[src/rtl/serial_sub_if.sv]
// Start/done handshake bundle for serial_sub.
// SERIAL_SUB_OVF_EN adds the registered signed-overflow flag ovf.
interface serial_sub_if #(
    parameter int unsigned WIDTH = 4
);
    logic             start;
    logic [WIDTH-1:0] a;
    logic [WIDTH-1:0] b;
    logic             bin;
    logic             busy;
    logic             done;
    logic [WIDTH-1:0] d;
    logic             bout;
`ifdef SERIAL_SUB_OVF_EN
    logic             ovf;

    modport master (output start, a, b, bin, input busy, done, d, bout, ovf);
    modport slave  (input start, a, b, bin, output busy, done, d, bout, ovf);
`else
    modport master (output start, a, b, bin, input busy, done, d, bout);
    modport slave  (input start, a, b, bin, output busy, done, d, bout);
`endif
endinterface

[src/rtl/serial_sub.sv]
// Bit-serial subtractor d = a - b - bin, one bit per clock, LSB first.
// SERIAL_SUB_OVF_EN adds a registered two's-complement overflow output.
module serial_sub #(
    parameter int unsigned  WIDTH = 4,
    localparam int unsigned CNT_W = $clog2(WIDTH)
) (
    input  logic        clk,
    input  logic        rst,
    serial_sub_if.slave bus
);

    typedef enum logic [1:0] {StIdle, StRun, StDone} state_e;

    state_e state_q, state_d;

    logic [WIDTH-1:0] a_q, a_d;
    logic [WIDTH-1:0] b_q, b_d;
    logic [WIDTH-1:0] res_q, res_d;
    logic [CNT_W-1:0] cnt_q, cnt_d;
    logic             br_q, br_d;
    logic [WIDTH-1:0] d_q, d_d;
    logic             bout_q, bout_d;
    logic             busy, done;
    logic             ai, bi, di, br_nx, last;

    always_comb begin
        ai    = a_q[0];
        bi    = b_q[0];
        di    = ai ^ bi ^ br_q;
        br_nx = (~ai & bi) | (~(ai ^ bi) & br_q);
        last  = (cnt_q == CNT_W'(WIDTH - 1));
    end

    // State register
    always_ff @(posedge clk) begin
        if (rst) begin
            state_q <= StIdle;
        end else begin
            state_q <= state_d;
        end
    end

    // Next-state logic
    always_comb begin
        state_d = state_q;
        unique case (state_q)
            StIdle:  if (bus.start) state_d = StRun;
            StRun:   if (last) state_d = StDone;
            StDone:  state_d = StIdle;
            default: state_d = StIdle;
        endcase
    end

    // Output logic
    always_comb begin
        busy = (state_q == StRun);
        done = (state_q == StDone);
    end

`ifdef SERIAL_SUB_OVF_EN
    logic ovf_q, ovf_d;
`endif

    always_comb begin
        a_d    = a_q;
        b_d    = b_q;
        res_d  = res_q;
        cnt_d  = cnt_q;
        br_d   = br_q;
        d_d    = d_q;
        bout_d = bout_q;
`ifdef SERIAL_SUB_OVF_EN
        ovf_d  = ovf_q;
`endif
        unique case (state_q)
            StIdle: begin
                if (bus.start) begin
                    a_d   = bus.a;
                    b_d   = bus.b;
                    br_d  = bus.bin;
                    cnt_d = '0;
                end
            end
            StRun: begin
                a_d   = a_q >> 1;
                b_d   = b_q >> 1;
                br_d  = br_nx;
                res_d = {di, res_q[WIDTH-1:1]};
                cnt_d = cnt_q + CNT_W'(1);
                if (last) begin
                    d_d    = {di, res_q[WIDTH-1:1]};
                    bout_d = br_nx;
`ifdef SERIAL_SUB_OVF_EN
                    // br_q is the borrow entering the MSB stage on this edge
                    ovf_d  = br_q ^ br_nx;
`endif
                end
            end
            default: ;
        endcase
    end

    always_ff @(posedge clk) begin
        if (rst) begin
            a_q    <= '0;
            b_q    <= '0;
            res_q  <= '0;
            cnt_q  <= '0;
            br_q   <= 1'b0;
            d_q    <= '0;
            bout_q <= 1'b0;
        end else begin
            a_q    <= a_d;
            b_q    <= b_d;
            res_q  <= res_d;
            cnt_q  <= cnt_d;
            br_q   <= br_d;
            d_q    <= d_d;
            bout_q <= bout_d;
        end
    end

`ifdef SERIAL_SUB_OVF_EN
    always_ff @(posedge clk) begin
        if (rst) begin
            ovf_q <= 1'b0;
        end else begin
            ovf_q <= ovf_d;
        end
    end

    assign bus.ovf = ovf_q;
`endif

    assign bus.busy = busy;
    assign bus.done = done;
    assign bus.d    = d_q;
    assign bus.bout = bout_q;

endmodule

[src/flat_wrapper.sv]
// flat-port wrapper written by rule: the top's interface ports become plain ports
module serial_sub_flat 
#(
    parameter int unsigned  WIDTH = 4,
    localparam int unsigned CNT_W = $clog2(WIDTH)
)
  (clk, rst, bus_start, bus_a, bus_b, bus_bin, bus_busy, bus_done, bus_d, bus_bout);
  serial_sub_if #(.WIDTH(WIDTH)) bus_i ();
  input  logic clk;
  input  logic rst;
  input wire logic [$bits(bus_i.start)-1:0] bus_start;
  input wire logic [$bits(bus_i.a)-1:0] bus_a;
  input wire logic [$bits(bus_i.b)-1:0] bus_b;
  input wire logic [$bits(bus_i.bin)-1:0] bus_bin;
  output wire logic [$bits(bus_i.busy)-1:0] bus_busy;
  output wire logic [$bits(bus_i.done)-1:0] bus_done;
  output wire logic [$bits(bus_i.d)-1:0] bus_d;
  output wire logic [$bits(bus_i.bout)-1:0] bus_bout;
  assign bus_i.start = bus_start;
  assign bus_i.a = bus_a;
  assign bus_i.b = bus_b;
  assign bus_i.bin = bus_bin;
  assign bus_busy = bus_i.busy;
  assign bus_done = bus_i.done;
  assign bus_d = bus_i.d;
  assign bus_bout = bus_i.bout;
  serial_sub #(.WIDTH(WIDTH)) u_core (.clk(clk), .rst(rst), .bus(bus_i));
endmodule
[config.mk]
export PLATFORM = sky130hd
export DESIGN_NAME = serial_sub_flat
export DESIGN_NICKNAME = d
export VERILOG_FILES = /design/src/rtl/serial_sub_if.sv /design/src/rtl/serial_sub.sv /design/src/flat_wrapper.sv
export SDC_FILE = /design/constraint.sdc
export NUM_CORES = 1
export LEC_CHECK = 0
export BUFFER_PORTS_ARGS = -buffer_cell sky130_fd_sc_hd__buf_2
export CAP_MARGIN = 30
export CORE_AREA = 2 2 45 47
export CTS_CLUSTER_DIAMETER = 100
export DETAILED_ROUTE_END_ITERATION = 16
export DIE_AREA = 0 0 47 49
export HOLD_SLACK_MARGIN = 0.05
export PLACE_DENSITY = 0.8
export SLEW_MARGIN = 20
export SYNTH_ARGS = -nofsm -noshare
export SYNTH_HDL_FRONTEND = slang
export SYNTH_SLANG_ARGS = --single-unit
export TNS_END_PERCENT = 10
[constraint.sdc]
create_clock -name clk -period 1.86 [get_ports clk]
set_input_delay 0.186 -clock clk [delete_from_list [all_inputs] [get_ports clk]]
set_output_delay 0.186 -clock clk [all_outputs]
set_load 0.005 [all_outputs]
* Yosys cells after proc, flatten, opt, wreduce, memory -nomap -nowiden
Cells that the tools add are included. W data, S select, Z words.
Word-level totals: bits in registers 22, bits of input ports 12, bits in writable memories 0, ROM bits 0, latch bits 0, word-level logic and storage cells 37, output and inout bits 7, memories kept 0
Operators by class: shift operators 0, bitwise operators 7, eq/ne operators 5, order comparisons 0, $add $sub $neg 1, divide/modulo/power cells 0, muxes and demuxes 11, $mul 0, reduce and logical (&&, ||, !) cells 5
Operators by type and width (number):
- $pmux W4 S2 | 2
- $mux W4 | 2
- $pmux W2 S2 | 2
- $mux W2 | 3
- $reduce_and A2 Y1 | 3
- $eq A2 B2 Y1 const B | 2
- $add A2 B1 Y2 const B | 1
- $and A1 B1 Y1 | 2
- $eq A2 B1 Y1 const B | 1
- $logic_not A2 Y1 | 1
- $ne A2 B1 Y1 const B | 1
- $ne A2 B2 Y1 const B | 1
- $not A1 Y1 | 2
- $pmux W1 S2 | 1
- $reduce_bool A2 Y1 | 1
- $xor A1 B1 Y1 | 2
- $mux W1 | 1
- $or A1 B1 Y1 | 1

* Logic depth before layout (Yosys ltp)
Gate-level depths: netlist (run 1).
depth in word-level cells 5, mapped depth 5, mapped depth without buffers 4

* Worst setup path after synthesis (run 1)
OpenSTA, ideal clock, no wires.
path type register to register, from register u_core.b_q[0], to register u_core.br_q, setup slack 664 ps, library setup time 103 ps, stages on the path, launching flop included 4, clock period less this slack 1196 ps, arrival time 1092 ps, data required time 1757 ps, buffers on the path 0, path through dfxtp_1 > inv_1 > fa_1 > a2111oi_2
On the way: word-level cells in the longest chain between the ends 5, elaborated cells between the ends (all ways) 6, those cells by class 1 x mux; 5 x bitwise
Ends and longest elaborated chain:
- start, declared | RTL line serial_sub.sv:17 | logic [WIDTH-1:0] b_q, b_d;
- start signal, assigned | RTL line serial_sub.sv:106 | b_q <= '0;
- start signal, assigned | RTL line serial_sub.sv:114 | b_q <= b_d;
- $xor A1 B1 Y1 | RTL line serial_sub.sv:30 | br_nx = (~ai & bi) | (~(ai ^ bi) & br_q);
- $not A1 Y1 | RTL line serial_sub.sv:30
- $and A1 B1 Y1 | RTL line serial_sub.sv:30
- $or A1 B1 Y1 (*) | RTL line serial_sub.sv:30
- $pmux W1 S2 (*) | RTL line serial_sub.sv:75 | unique case (state_q)
- end signal, assigned | RTL line serial_sub.sv:117 | br_q <= br_d;
- end, declared | RTL line serial_sub.sv:20 | logic br_q, br_d;
Mark *: on every way between the ends. The rest lies on a longest branch, timed or not. A chain may end at the register's enable or synchronous reset.

* Worst setup path in the final report (run 1)
from register u_core.state_q[1], to output port bus_busy
On the way: word-level cells in the longest chain between the ends 1
Ends and longest elaborated chain:
- start, declared | RTL line serial_sub.sv:14 | state_e state_q, state_d;
- start signal, assigned | RTL line serial_sub.sv:37 | state_q <= StIdle;
- start signal, assigned | RTL line serial_sub.sv:39 | state_q <= state_d;
- $eq A2 B1 Y1 | RTL line serial_sub.sv:56 | busy = (state_q == StRun);
- end, declared | RTL line flat_wrapper.sv:15 | output wire logic [$bits(bus_i.busy)-1:0] bus_busy;
Every way passes these cells.

==> metrics.json, run 1 <==
{
  "status": "finished, final reports clean",
  "die_area_um2": 2300,
  "power_switching_share_pct": 27.2,
  "arrival_time_worst_endpoint_ns": 1.27,
  "r2r_slack_ns": 0.56,
  "drt_pre_antenna_iters": 4,
  "clkTransAtPathRegs_ns": 0.12,
  "wp_data_required_ns": 1.67,
  "synth_area_um2": 953,
  "ir_worst_vdd_mv": 0.422,
  "clock_path_buffers": 2,
  "design_power_total_uw": 839,
  "place.gp.congestion": 0.790,
  "num_io_pins": 19,
  "slew_viol_final": 0,
  "crit_fanout": 13,
  "ctsHoldBuffers": 0,
  "design.core.area_um2": 1840,
  "port_buffers": 18,
  "final_sum_of_negative_setup_slack_ns": 0,
  "synth.net_count": 107,
  "floorplan.initialDensity_pct": 51.8,
  "postRouteAntennaNets": 0,
  "drive_above_1_share_pct": 30.3,
  "hpwl_um": 1210,
  "yosys.cell_types.count": 27,
  "clock_network_latency_to_the_later_pin_of_the_worst_skew_pair_ns": 0.31,
  "drt_wl_total_um": 1810,
  "grt_antenna_before_repair": 0,
  "max_freq_mhz": 685,
  "area_growth_syn_to_layout_pct": 9.71,
  "finalCritPeriodShare_pct": 78.5,
  "final_net_count": 124,
  "period_needed_ns": 1.46,
  "globalRoute.totalOverflow": 0,
  "worst_setup_path_start_kind": "flip-flop",
  "cts.repair.resized": 0,
  "chipWidth_um": 47,
  "groute.usage.overall_pct": 18.9,
  "synth_cells": 93,
  "synth_area_per_cell_um2": 10.3,
  "synth_top_cell_by_area": "dfxtp_1",
  "unrepaired_setup_endpoints_after_global_routing": "no",
  "synth_seq_area_share_pct": 44.1,
  "post_drt_wl_per_cell_um": 13.3,
  "layout.core_utilization_pct": 56.8,
  "drt-vias-per-instance": 5.43,
  "cts-buffers-inserted": 3,
  "finalClockSkew_ns": 0.00599,
  "postCtsSetupRepairBufs": 0,
  "internal-power_uw": 611,
  "power.combinational.fraction_pct": 14.4,
  "criticalPathCategory": "reg2out",
  "hold_path.class": "in2reg",
  "setup_violation_total_in_the_final_timing_report": 0,
  "final_hold_viol_count": 0,
  "cts.sinks": 21,
  "remaining_drc_errors": 0,
  "initialDrtViolationCount": 24,
  "powerDensity_nw_per_um2": 802,
  "total_inserted_antenna_cells": 0,
  "synthTopCellsByArea": "dfxtp_1 44%, mux2i_1 10%, a211oi_2 5.2%, a21oi_1 4.2%, nor2_1 3.9%",
  "share_seq_of_total_power_pct": 58.8,
  "worst_setup_path_end_kind": "primary output",
  "grt_start_max_net_pins": 22,
  "leakagePower_uw": 0.000420,
  "ys_warn_count": 0,
  "max_cap_violation_count": 0,
  "cts_htree_levels": 1,
  "std_cell_rows": 16,
  "worst_hold_slack_ns": 0.149,
  "dieHeight_um": 49,
  "grt_first_pass_wirelength_um": 3110,
  "net-switching-power_uw": 228,
  "tightestPinTransition_ns": 0.430,
  "cts_tree": "done",
  "root_buffer": "clkbuf_4",
  "slew_headroom_pct": 71.3,
  "num_vias": 739,
  "yosysTopAreaCellShare_pct": 44.1,
  "share_clk_of_total_power_pct": 26.7,
  "first_global_vias": 696,
  "postSynthRegisterBits": 21
}
logic make-up after synthesis:
kind of cell / share of synthesized area [%]
compound gates: 17.6
fa+ha+maj: 3.41
buf+inv: 8.13
flops: 44.1
mux: 10.5
simple gates: 16.3
cells in the final DEF (no fill, tap or decap), types with 2 or more instances in the layout:
cell type  Yosys  layout
buf_2          1      18
a21oi_1        8       8
mux2i_1       10      10
clkbuf_4       0       3
nor2_2         3       3
nor2_1        10      10
a211oi_1       3       3
nand3_1        4       4
a211oi_2       4       4
nand2_1        5       5
o21ai_0        3       3
inv_1          3       3
nand4bb_1      2       2
dfxtp_1       21      21
cell type report:
type	count	area [um^2]
Fill cell	173	796
Multi-Input combinational cell	62	455
Sequential cell	21	420
Timing Repair Buffer	19	97.6
Tap cell	27	33.8
Clock buffer	3	22.5
Inverter	3	11.3
Clock inverter	1	5.00
synth_stat cells:
library cell,instances
a2111oi_2,1
a211oi_1,3
a211oi_2,4
a21oi_1,8
a311oi_1,1
and2b_4,1
buf_1,1
buf_12,1
buf_2,1
buf_6,3
clkbuf_1,1
dfxtp_1,21
fa_1,1
ha_1,1
inv_1,3
mux2i_1,10
nand2_1,5
nand3_1,4
nand3b_1,1
nand4bb_1,2
nor2_1,10
nor2_2,3
nor2b_1,1
nor3_1,1
nor4b_1,1
o21ai_0,3
o21ba_4,1
metrics by stage:
stage	setup slack, ns	cells	cell area, um^2
2_1_floorplan	0.664	93	953
3_3_place_gp	0.602	132	1020
3_5_place_dp	0.589	132	1020
4_1_cts	0.398	136	1050
5_1_grt	0.322	136	1050
6_report	0.400	136	1050
critical path, stage by stage, from the launching register on:
cell	delay, ns
dfxtp_1	0.42
and2b_4	0.40
buf_2	0.15
worst paths after layout:
path / startpoint / to / cells past startpoint
worst max-delay path: u_core.state_q[1]$_SDFFE_PP0P_ / bus_busy / 2
worst min-delay path: bus_a[3] / u_core.a_q[3]$_SDFFE_PP0P_ / 3
worst max register to register: u_core.b_q[0]$_SDFFE_PP0P_ / u_core.bus.d[3]$_SDFFE_PP0P_ / 4
worst min register to register: u_core.bus.d[3]$_SDFFE_PP0P_ / u_core.bus.d[3]$_SDFFE_PP0P_ / 2
power groups by stage:
| stage | registers (uW) | logic (uW) | clock network [uW] |
|---|---|---|---|
| final | 494 | 121 | 224 |
| after global routing | 498 | 132 | 249 |
| after CTS | 493 | 121 | 228 |
| after detailed placement | 502 | 120 | 0 |
| after global placement | 502 | 115 | 0 |
| after floorplan | 497 | 101 | 0 |
layer usage:
layer  GRT usage, %  share of wire (%)  up-vias
li1               -                  -      359
met1           23.7                 42      357
met2           30.6                 53       19
met3           2.22                3.2        4
met4           9.72                1.7        0
met5              0                  0        -
sequential cells by signal (all words and copies together), names as in the netlist:
name,flops
u_core.bus.d,4
u_core.state_q,2
u_core.cnt_q,2
u_core.br_q,1
u_core.res_q,3
u_core.a_q,4
u_core.b_q,4
u_core.bus.bout,1
No activity file was read; power rests on OpenSTA's default activity.
==> run 2: changes to the inputs <==
--- a/config.mk
+++ b/config.mk
@@ -5,14 +5,15 @@
 export SDC_FILE = /design/constraint.sdc
 export NUM_CORES = 1
 export LEC_CHECK = 0
+export ABC_AREA = 1
 export BUFFER_PORTS_ARGS = -buffer_cell sky130_fd_sc_hd__buf_2
 export CAP_MARGIN = 30
-export CORE_AREA = 2 2 45 47
+export CORE_AREA = 2 2 46 48
 export CTS_CLUSTER_DIAMETER = 100
 export DETAILED_ROUTE_END_ITERATION = 16
-export DIE_AREA = 0 0 47 49
+export DIE_AREA = 0 0 48 50
 export HOLD_SLACK_MARGIN = 0.05
-export PLACE_DENSITY = 0.8
+export PLACE_DENSITY = 0.75
 export SLEW_MARGIN = 20
 export SYNTH_ARGS = -nofsm -noshare
 export SYNTH_HDL_FRONTEND = slang
==> constraint.sdc (replaced) <==
create_clock -name clk -period 1.35 [get_ports clk]
set_input_delay 0.135 -clock clk [delete_from_list [all_inputs] [get_ports clk]]
set_output_delay 0.135 -clock clk [all_outputs]
set_load 0.005 [all_outputs]
==> run 2 against run 1 <==
  * Non-clock buffer count grew 2
  * Hold slack got worse by 0.081 ns
  * Utilization down 0.87 points
  * Sequential power increased by 36%
  * Critical path type unchanged
  * Critical endpoint unchanged
==> metrics.json, run 2 <==
{
  "status": "finished, final reports clean",
  "clock_network_latency_to_the_later_pin_of_the_worst_skew_pair": {"value": 0.30, "unit": "ns", "change": "about the same"},
  "design.core.area": {"value": 1900, "unit": "um^2", "change": "+3.3%"},
  "r2r_end": "u_core.res_q[3]$_SDFFE_PP0P_",
  "worstPathCellList": "inv_2 -> nand2_4 -> inv_4 -> buf_2",
  "setup_violation_total_in_the_final_timing_report": {"value": 0, "change": "unchanged"},
  "place.gp.congestion": {"value": 0.739, "change": "-6.4%"},
  "post_drt_wl_per_cell": {"value": 9.70, "unit": "um", "change": "-27%"},
  "cts_htree_levels": {"value": 1, "change": "unchanged"},
  "worst_reg2reg_path_startpoint": "u_core.b_q[0]$_SDFFE_PP0P_",
  "grt_antenna_before_repair": {"value": 0, "change": "unchanged"},
  "number_of_enable_flip_flop_cells_after_synthesis": {"value": 0, "change": "unchanged"},
  "hold_path.class": "in2reg",
  "layout.core_utilization": {"value": 55.9, "unit": "%", "change": "-0.87 points"},
  "ys_warn_count": {"value": 0, "change": "unchanged"},
  "std_cell_rows": {"value": 16, "change": "unchanged"},
  "first_global_vias": {"value": 704, "change": "+1.1%"},
  "groute.usage.overall": {"value": 17.0, "unit": "%", "change": "-1.9 points"},
  "wp_data_required": {"value": 1.22, "unit": "ns", "change": "-0.45 ns"},
  "synth_flop_cell": "dfxtp_1",
  "cts.sinks": {"value": 21, "change": "unchanged"},
  "worst_setup_path_end_kind": "primary output",
  "share_clk_of_total_power": {"value": 26.2, "unit": "%", "change": "-0.5 points"},
  "finalClockSkew": {"value": 0.00602, "unit": "ns", "change": "+0.0000232 ns"},
  "root_buffer": "clkbuf_4",
  "remaining_drc_errors": {"value": 0, "change": "unchanged"},
  "chipWidth": {"value": 48, "unit": "um", "change": "+2.1%"},
  "synth_area_per_cell": {"value": 7.07, "unit": "um^2", "change": "-31%"},
  "postRouteAntennaNets": {"value": 0, "change": "unchanged"},
  "final_hold_viol_count": {"value": 0, "change": "unchanged"},
  "total_inserted_antenna_cells": {"value": 0, "change": "unchanged"},
  "clkTransAtPathRegs": {"value": 0.11, "unit": "ns", "change": "about the same"},
  "synth_area": {"value": 912, "unit": "um^2", "change": "-4.3%"},
  "grt_start_max_net_pins": {"value": 14, "change": "-36%"},
  "port_buffers": {"value": 18, "change": "unchanged"},
  "floorplan.initialDensity": {"value": 48.0, "unit": "%", "change": "-3.8 points"},
  "postLayoutSetupSlackWorst": {"value": 0.107, "unit": "ns", "change": "-0.294 ns"},
  "worst_setup_path_start_kind": "flip-flop",
  "ir_worst_vdd": {"value": 0.746, "unit": "mV", "change": "+77%"},
  "leading_cell_type_in_the_layout_fill_and_taps_excluded": "nor2_1",
  "max_cap_violation_count": {"value": 0, "change": "unchanged"},
  "slew_headroom": {"value": 79.2, "unit": "%", "change": "+7.9 points"},
  "leakagePower": {"value": 0.000532, "unit": "uW", "change": "+27%"},
  "drt_pre_antenna_iters": {"value": 4, "change": "unchanged"},
  "area_growth_syn_to_layout_pct": 16.6,
  "timing.hold.worst.start": "bus_a[3]",
  "cts_tree": "done",
  "net-switching-power": {"value": 287, "unit": "uW", "change": "+26%"},
  "worst_r2r_path_depth": {"value": 4, "change": "unchanged"},
  "criticalPathCategory": "reg2out",
  "dp_slack": {"value": 0.162, "unit": "ns", "change": "-0.427 ns"},
  "share_seq_of_total_power": {"value": 60.2, "unit": "%", "change": "+1.4 points"},
  "power.combinational.fraction": {"value": 13.6, "unit": "%", "change": "-0.8 points"},
  "yosysTopAreaCellShare": {"value": 46.1, "unit": "%", "change": "+2.0 points"},
  "postSynthRegisterBits": {"value": 21, "change": "unchanged"},
  "grt_first_pass_wirelength": {"value": 2940, "unit": "um", "change": "-5.5%"},
  "drive_above_1_share": {"value": 20.0, "unit": "%", "change": "-10 points"},
  "ctsHoldBuffers": {"value": 0, "change": "unchanged"},
  "synth_cells": {"value": 129, "change": "+39%"},
  "internal-power": {"value": 832, "unit": "uW", "change": "+36%"},
  "ys_async_sr_fraction": {"value": 0, "unit": "%", "change": "unchanged"},
  "synth.net_count": {"value": 143, "change": "+34%"},
  "synthTopCellsByCount": "28 x nor2_1, 25 x nand2_1, 21 x dfxtp_1",
  "yosys.cell_types.count": {"value": 17, "change": "-37%"},
  "period_needed_ns": 1.24,
  "unrepaired_setup_endpoints_after_global_routing": "no",
  "synth_seq_area_share": {"value": 46.1, "unit": "%", "change": "+2.0 points"},
  "r2r_slack": {"value": 0.16, "unit": "ns", "change": "-0.40 ns"},
  "tightestPinTransition": {"value": 0.312, "unit": "ns", "change": "-0.118 ns"},
  "finalCritPeriodShare_pct": 92.1,
  "power_switching_share": {"value": 25.6, "unit": "%", "change": "-1.5 points"},
  "die_area": {"value": 2400, "unit": "um^2", "change": "+4.2%"},
  "drt_wl_total": {"value": 1720, "unit": "um", "change": "-5.2%"},
  "crit_fanout": {"value": 7, "change": "-6"},
  "arrival_time_worst_endpoint": {"value": 1.11, "unit": "ns", "change": "-0.16 ns"},
  "cts-buffers-inserted": {"value": 3, "change": "unchanged"},
  "critical-path-max-stage-delay": {"value": 0.36, "unit": "ns", "change": "-0.06 ns"},
  "dieHeight": {"value": 50, "unit": "um", "change": "+2.0%"},
  "hpwl": {"value": 1300, "unit": "um", "change": "+7.6%"},
  "globalRoute.totalOverflow": {"value": 0, "change": "unchanged"},
  "final_cell_mix": "28 x nor2_1, 25 x nand2_1, 21 x dfxtp_1, 18 x buf_2, 15 x inv_1",
  "final_sum_of_negative_setup_slack": {"value": 0, "unit": "ns", "change": "unchanged"},
  "num_vias": {"value": 825, "change": "+12%"},
  "drt-vias-per-instance": {"value": 4.66, "change": "-14%"},
  "post-synth-top-count-cell": "nor2_1",
  "synth_top_cell_by_area": "dfxtp_1",
  "clock_path_buffers": {"value": 2, "change": "unchanged"},
  "max_freq_mhz": 804,
  "hold-path-cell-count": {"value": 3, "change": "unchanged"},
  "synthTopCellsByArea": "dfxtp_1 46%, nor2_1 12%, nand2_1 10%, inv_1 6.6%, o21ai_0 6.0%",
  "hold_path_end": "u_core.a_q[3]$_SDFFE_PP0P_",
  "placed_cells": {"value": 173, "change": "+31%"},
  "slew_viol_final": {"value": 0, "change": "unchanged"},
  "num_io_pins": {"value": 19, "change": "unchanged"},
  "finish.cell_count_without_fillers": {"value": 177, "change": "+30%"},
  "initialDrtViolationCount": {"value": 15, "change": "-38%"},
  "final_net_count": {"value": 165, "change": "+33%"},
  "crit_slowest_cell": "dfxtp_1",
  "powerDensity": {"value": 1050, "unit": "nW/um^2", "change": "+31%"}
}
## run 2: cell types whose count changed in the layout (fill, tap and decap cells not counted), sizes merged, moves of 2 or more
| cell | previous run | this run |
|---|---|---|
| nand2 | 5 | 27 |
| nor2 | 13 | 29 |
| inv | 3 | 17 |
| mux2i | 10 | 0 |
| o21ai | 3 | 12 |
| a211oi | 7 | 0 |
| nand3 | 4 | 9 |
| buf | 19 | 21 |
| nand4bb | 2 | 0 |
## run 2: worst max path at each step
stage	startpoint	end	slack, ns
floorplan	u_core.b_q[0]$_SDFFE_PP0P_	u_core.res_q[3]$_SDFFE_PP0P_	0.20
global placement	u_core.b_q[0]$_SDFFE_PP0P_	u_core.res_q[3]$_SDFFE_PP0P_	0.19
detailed placement	u_core.b_q[0]$_SDFFE_PP0P_	u_core.res_q[3]$_SDFFE_PP0P_	0.16
CTS	u_core.state_q[1]$_SDFFE_PP0P_	bus_busy	0.01
global route	u_core.state_q[1]$_SDFFE_PP0P_	bus_busy	0.009
finish	u_core.state_q[1]$_SDFFE_PP0P_	bus_busy	0.11
## run 2: area by class of cell
type / instances / area (um^2)
flip-flops and latches: 21 / 420
repair buffers: 21 / 113
fillers: 190 / 838
clock buffers: 4 / 26.3
well taps: 27 / 33.8
inverters: 17 / 66.3
multi-input cells: 87 / 404
## run 2: metal layers
| metal | vias up | global-route usage (%) | wire length [um] | share of wire [%] |
|---|---|---|---|---|
| met5 | - | 0 | 0 | 0 |
| met4 | 0 | 2.70 | 0 | 0 |
| met3 | 0 | 7.69 | 67 | 3.9 |
| met2 | 11 | 26.2 | 862 | 50 |
| met1 | 371 | 21.9 | 788 | 46 |
| li1 | 443 | - | - | - |
## run 2: metrics by stage
| stage | hold WS, ns | area, um^2 | power [uW] |
|---|---|---|---|
| after floorplan | 0.278 | 912 | 796 |
| after global placement | 0.386 | 1030 | 833 |
| after detailed placement | 0.398 | 1030 | 838 |
| after CTS | 0.0667 | 1060 | 1130 |
| after global routing | 0.0751 | 1060 | 1200 |
| final | 0.0679 | 1060 | 1120 |
## run 2: repair_timing
| item | in CTS | in global routing |
|---|---|---|
| resized for setup | 1 | 2 |
| setup buffers | 0 | 0 |
| setup endpoints to repair | 1 | 1 |
## run 2: worst max-delay path, delay by kind of cell (launching register included)
kind          cells  cell delay [ns]
flops             1             0.36
buf+inv           3             0.35
simple gates      1             0.10
## run 2: cell families after synthesis
| group | Yosys count | synth area share (%) |
|---|---|---|
| buffers and inverters | 21 | 10.1 |
| AOI/OAI and AO/OA | 20 | 11.4 |
| DFF | 21 | 46.1 |
| and+or+nand+nor | 65 | 28.8 |
| adders and majority gates | 2 | 3.57 |
## run 2: power groups by stage
stage | logic, uW | clock network, uW | registers [uW]
2_1_floorplan | 114 | 0 | 682
4_1_cts | 152 | 302 | 674
3_5_place_dp | 151 | 0 | 687
5_1_grt | 177 | 340 | 679
6_report | 152 | 293 | 674
3_3_place_gp | 146 | 0 | 687
==> run 3: changes to the inputs <==
--- a/config.mk
+++ b/config.mk
@@ -8,12 +8,13 @@
 export ABC_AREA = 1
 export BUFFER_PORTS_ARGS = -buffer_cell sky130_fd_sc_hd__buf_2
 export CAP_MARGIN = 30
-export CORE_AREA = 2 2 46 48
+export CORE_AREA = 2 2 44 46
+export CTS_BUF_LIST = sky130_fd_sc_hd__clkbuf_4
 export CTS_CLUSTER_DIAMETER = 100
 export DETAILED_ROUTE_END_ITERATION = 16
-export DIE_AREA = 0 0 48 50
+export DIE_AREA = 0 0 46 48
 export HOLD_SLACK_MARGIN = 0.05
-export PLACE_DENSITY = 0.75
+export PLACE_DENSITY = 0.81
 export SLEW_MARGIN = 20
 export SYNTH_ARGS = -nofsm -noshare
 export SYNTH_HDL_FRONTEND = slang
==> run 3 against run 2 <==
  * Global-route usage rose by 1.9 points
  * Sequential power barely moved
  * Hold slack improved by 0.012 ns
  * Cell area fell by 0.71%
  * Via count rose by 1.7%
  * Critical endpoint unchanged
  * Largest cell class unchanged
==> metrics.json, run 3 (same netlist as run 2, synthesis figures left out) <==
{
  "leakagePower": {"value": 0.000535, "unit": "uW", "change": "+0.74%"},
  "root_buffer": "clkbuf_4",
  "dieHeight": {"value": 48, "unit": "um", "change": "-4.0%"},
  "std_cell_rows": {"value": 15, "change": "-1"},
  "drt-vias-per-instance": {"value": 5.02, "change": "+7.8%"},
  "leading_cell_type_in_the_layout_fill_and_taps_excluded": "nor2_1",
  "cts_htree_levels": {"value": 1, "change": "unchanged"},
  "place.gp.congestion": {"value": 0.752, "change": "+1.7%"},
  "finalClockSkew": {"value": 0.00274, "unit": "ns", "change": "-0.00328 ns"},
  "worst_setup_path_end_kind": "primary output",
  "layout.core_utilization": {"value": 62.5, "unit": "%", "change": "+6.6 points"},
  "finalCritPeriodShare": {"value": 91.6, "unit": "%", "change": "-0.52 points"},
  "tightestPinTransition": {"value": 0.313, "unit": "ns", "change": "+0.000868 ns"},
  "multiInputGateArea": {"value": 404, "unit": "um^2", "change": "unchanged"},
  "hpwl": {"value": 1320, "unit": "um", "change": "+1.6%"},
  "powerDensity": {"value": 1080, "unit": "nW/um^2", "change": "+2.5%"},
  "initialDrtViolationCount": {"value": 8, "change": "-7"},
  "num_io_pins": {"value": 19, "change": "unchanged"},
  "ctsHoldBuffers": {"value": 0, "change": "unchanged"},
  "clock_network_latency_to_the_later_pin_of_the_worst_skew_pair": {"value": 0.29, "unit": "ns", "change": "about the same"},
  "clkTransAtPathRegs": {"value": 0.11, "unit": "ns", "change": "about the same"},
  "clock_path_buffers": {"value": 2, "change": "unchanged"},
  "floorplan.initialDensity": {"value": 54.0, "unit": "%", "change": "+6.0 points"},
  "drive_above_1_share": {"value": 21.3, "unit": "%", "change": "+1.3 points"},
  "hold_path.class": "in2reg",
  "cts-buffers-inserted": {"value": 3, "change": "unchanged"},
  "drt_wl_total": {"value": 1800, "unit": "um", "change": "+4.7%"},
  "port_buffers": {"value": 18, "change": "unchanged"},
  "postRouteAntennaNets": {"value": 0, "change": "unchanged"},
  "unrepaired_setup_endpoints_after_global_routing": "no",
  "wp_data_required": {"value": 1.22, "unit": "ns", "change": "about the same"},
  "design.core.area": {"value": 1690, "unit": "um^2", "change": "-11%"},
  "slew_viol_final": {"value": 0, "change": "unchanged"},
  "postCtsSetupRepairBufs": {"value": 0, "change": "unchanged"},
  "criticalPathCategory": "reg2out",
  "status": "finished, final reports clean",
  "die_area": {"value": 2210, "unit": "um^2", "change": "-8.0%"},
  "slew_headroom": {"value": 79.1, "unit": "%", "change": "about the same"},
  "final_cell_mix": "28 x nor2_1, 25 x nand2_1, 20 x dfxtp_1, 18 x buf_2, 15 x inv_1",
  "first_global_vias": {"value": 703, "change": "-0.14%"},
  "crit_fanout": {"value": 7, "change": "unchanged"},
  "groute.usage.overall": {"value": 18.9, "unit": "%", "change": "+1.9 points"},
  "design_power_total": {"value": 1140, "unit": "uW", "change": "+1.8%"},
  "setup_violation_total_in_the_final_timing_report": {"value": 0, "change": "unchanged"},
  "worst_setup_path_start_kind": "flip-flop",
  "grt_start_max_net_pins": {"value": 14, "change": "unchanged"},
  "finish.cell_count_without_fillers": {"value": 167, "change": "-5.6%"},
  "area_growth_syn_to_layout_pct": 15.8,
  "chipWidth": {"value": 46, "unit": "um", "change": "-4.2%"},
  "max_cap_violation_count": {"value": 0, "change": "unchanged"},
  "final_hold_viol_count": {"value": 0, "change": "unchanged"},
  "register_area": {"value": 422, "unit": "um^2", "change": "+0.30%"},
  "grt_first_pass_wirelength": {"value": 2970, "unit": "um", "change": "+0.95%"},
  "num_vias": {"value": 839, "change": "+1.7%"},
  "ir_worst_vdd": {"value": 0.721, "unit": "mV", "change": "-3.4%"},
  "total_inserted_antenna_cells": {"value": 0, "change": "unchanged"},
  "max_freq": {"value": 809, "unit": "MHz", "change": "+0.57%"},
  "cts_tree": "done",
  "final_net_count": {"value": 165, "change": "unchanged"},
  "globalRoute.totalOverflow": {"value": 0, "change": "unchanged"},
  "post_drt_wl_per_cell": {"value": 10.8, "unit": "um", "change": "+11%"},
  "drt_pre_antenna_iters": {"value": 4, "change": "unchanged"},
  "period_needed": {"value": 1.24, "unit": "ns", "change": "-0.00704 ns"},
  "arrival_time_worst_endpoint": {"value": 1.10, "unit": "ns", "change": "about the same"},
  "placed_cells": {"value": 163, "change": "-5.8%"},
  "final_sum_of_negative_setup_slack": {"value": 0, "unit": "ns", "change": "unchanged"},
  "grt_antenna_before_repair": {"value": 0, "change": "unchanged"},
  "filler_cell_count": {"value": 150, "change": "-21%"},
  "cts.repair.resized": {"value": 1, "change": "unchanged"},
  "remaining_drc_errors": {"value": 0, "change": "unchanged"},
  "cts.sinks": {"value": 21, "change": "unchanged"}
}
==> run 3: cell counts in the layout (fill, tap and decap cells not counted) <==
No cell type changed its count.
==> run 3: final timing paths <==
| kind | endpoint | cells after the start | slack, ns | from |
|---|---|---|---|---|
| worst min register to register | u_core.cnt_q[0]$_SDFFE_PP0P_ | 1 | 0.47 | u_core.cnt_q[0]$_SDFFE_PP0P_ |
| worst max-delay path | bus_busy | 4 | 0.11 | u_core.state_q[1]$_SDFFE_PP0P_ |
| worst max register to register | u_core.res_q[3]$_SDFFE_PP0P_ | 4 | 0.16 | u_core.b_q[0]$_SDFFE_PP0P_ |
| worst min-delay path | u_core.a_q[3]$_SDFFE_PP0P_ | 3 | 0.08 | bus_a[3] |
==> run 3: critical path: stages, from the launching register on <==
cell	delay (ns)
dfxtp_2	0.35
inv_2	0.13
nand2_4	0.10
inv_4	0.10
buf_2	0.12
==> run 3: layer usage <==
metal | global-route usage, % | vias to the layer above | part of all wire (%)
met1 | 25.1 | 383 | 47
met3 | 2.26 | 2 | 2.3
met4 | 8.57 | 0 | 0.78
met2 | 30.8 | 11 | 49
met5 | 0 | - | 0
li1 | - | 443 | -
==> run 3: layout make-up <==
class | count | share of cell area, %
well taps | 17 | 2.01
repair buffers | 21 | 10.7
clock buffers | 4 | 2.84
flip-flops and latches | 21 | 39.9
inverters | 17 | 6.28
multi-input cells | 87 | 38.3
==> run 3: report_power, final <==
group | total [uW] | internal, uW | switching, uW
clock network | 310 | 135 | 175
registers | 676 | 654 | 22.8
logic | 153 | 63.4 | 89.4
==> run 3: metrics by stage <==
step	worst slack, ns	instance area (um^2)	hold WS, ns
after floorplan	0.204	912	0.278
after global placement	0.190	1020	0.386
after detailed placement	0.174	1020	0.396
after CTS	0.0273	1050	0.0684
after global routing	0.0470	1060	0.0984
final	0.114	1060	0.0799
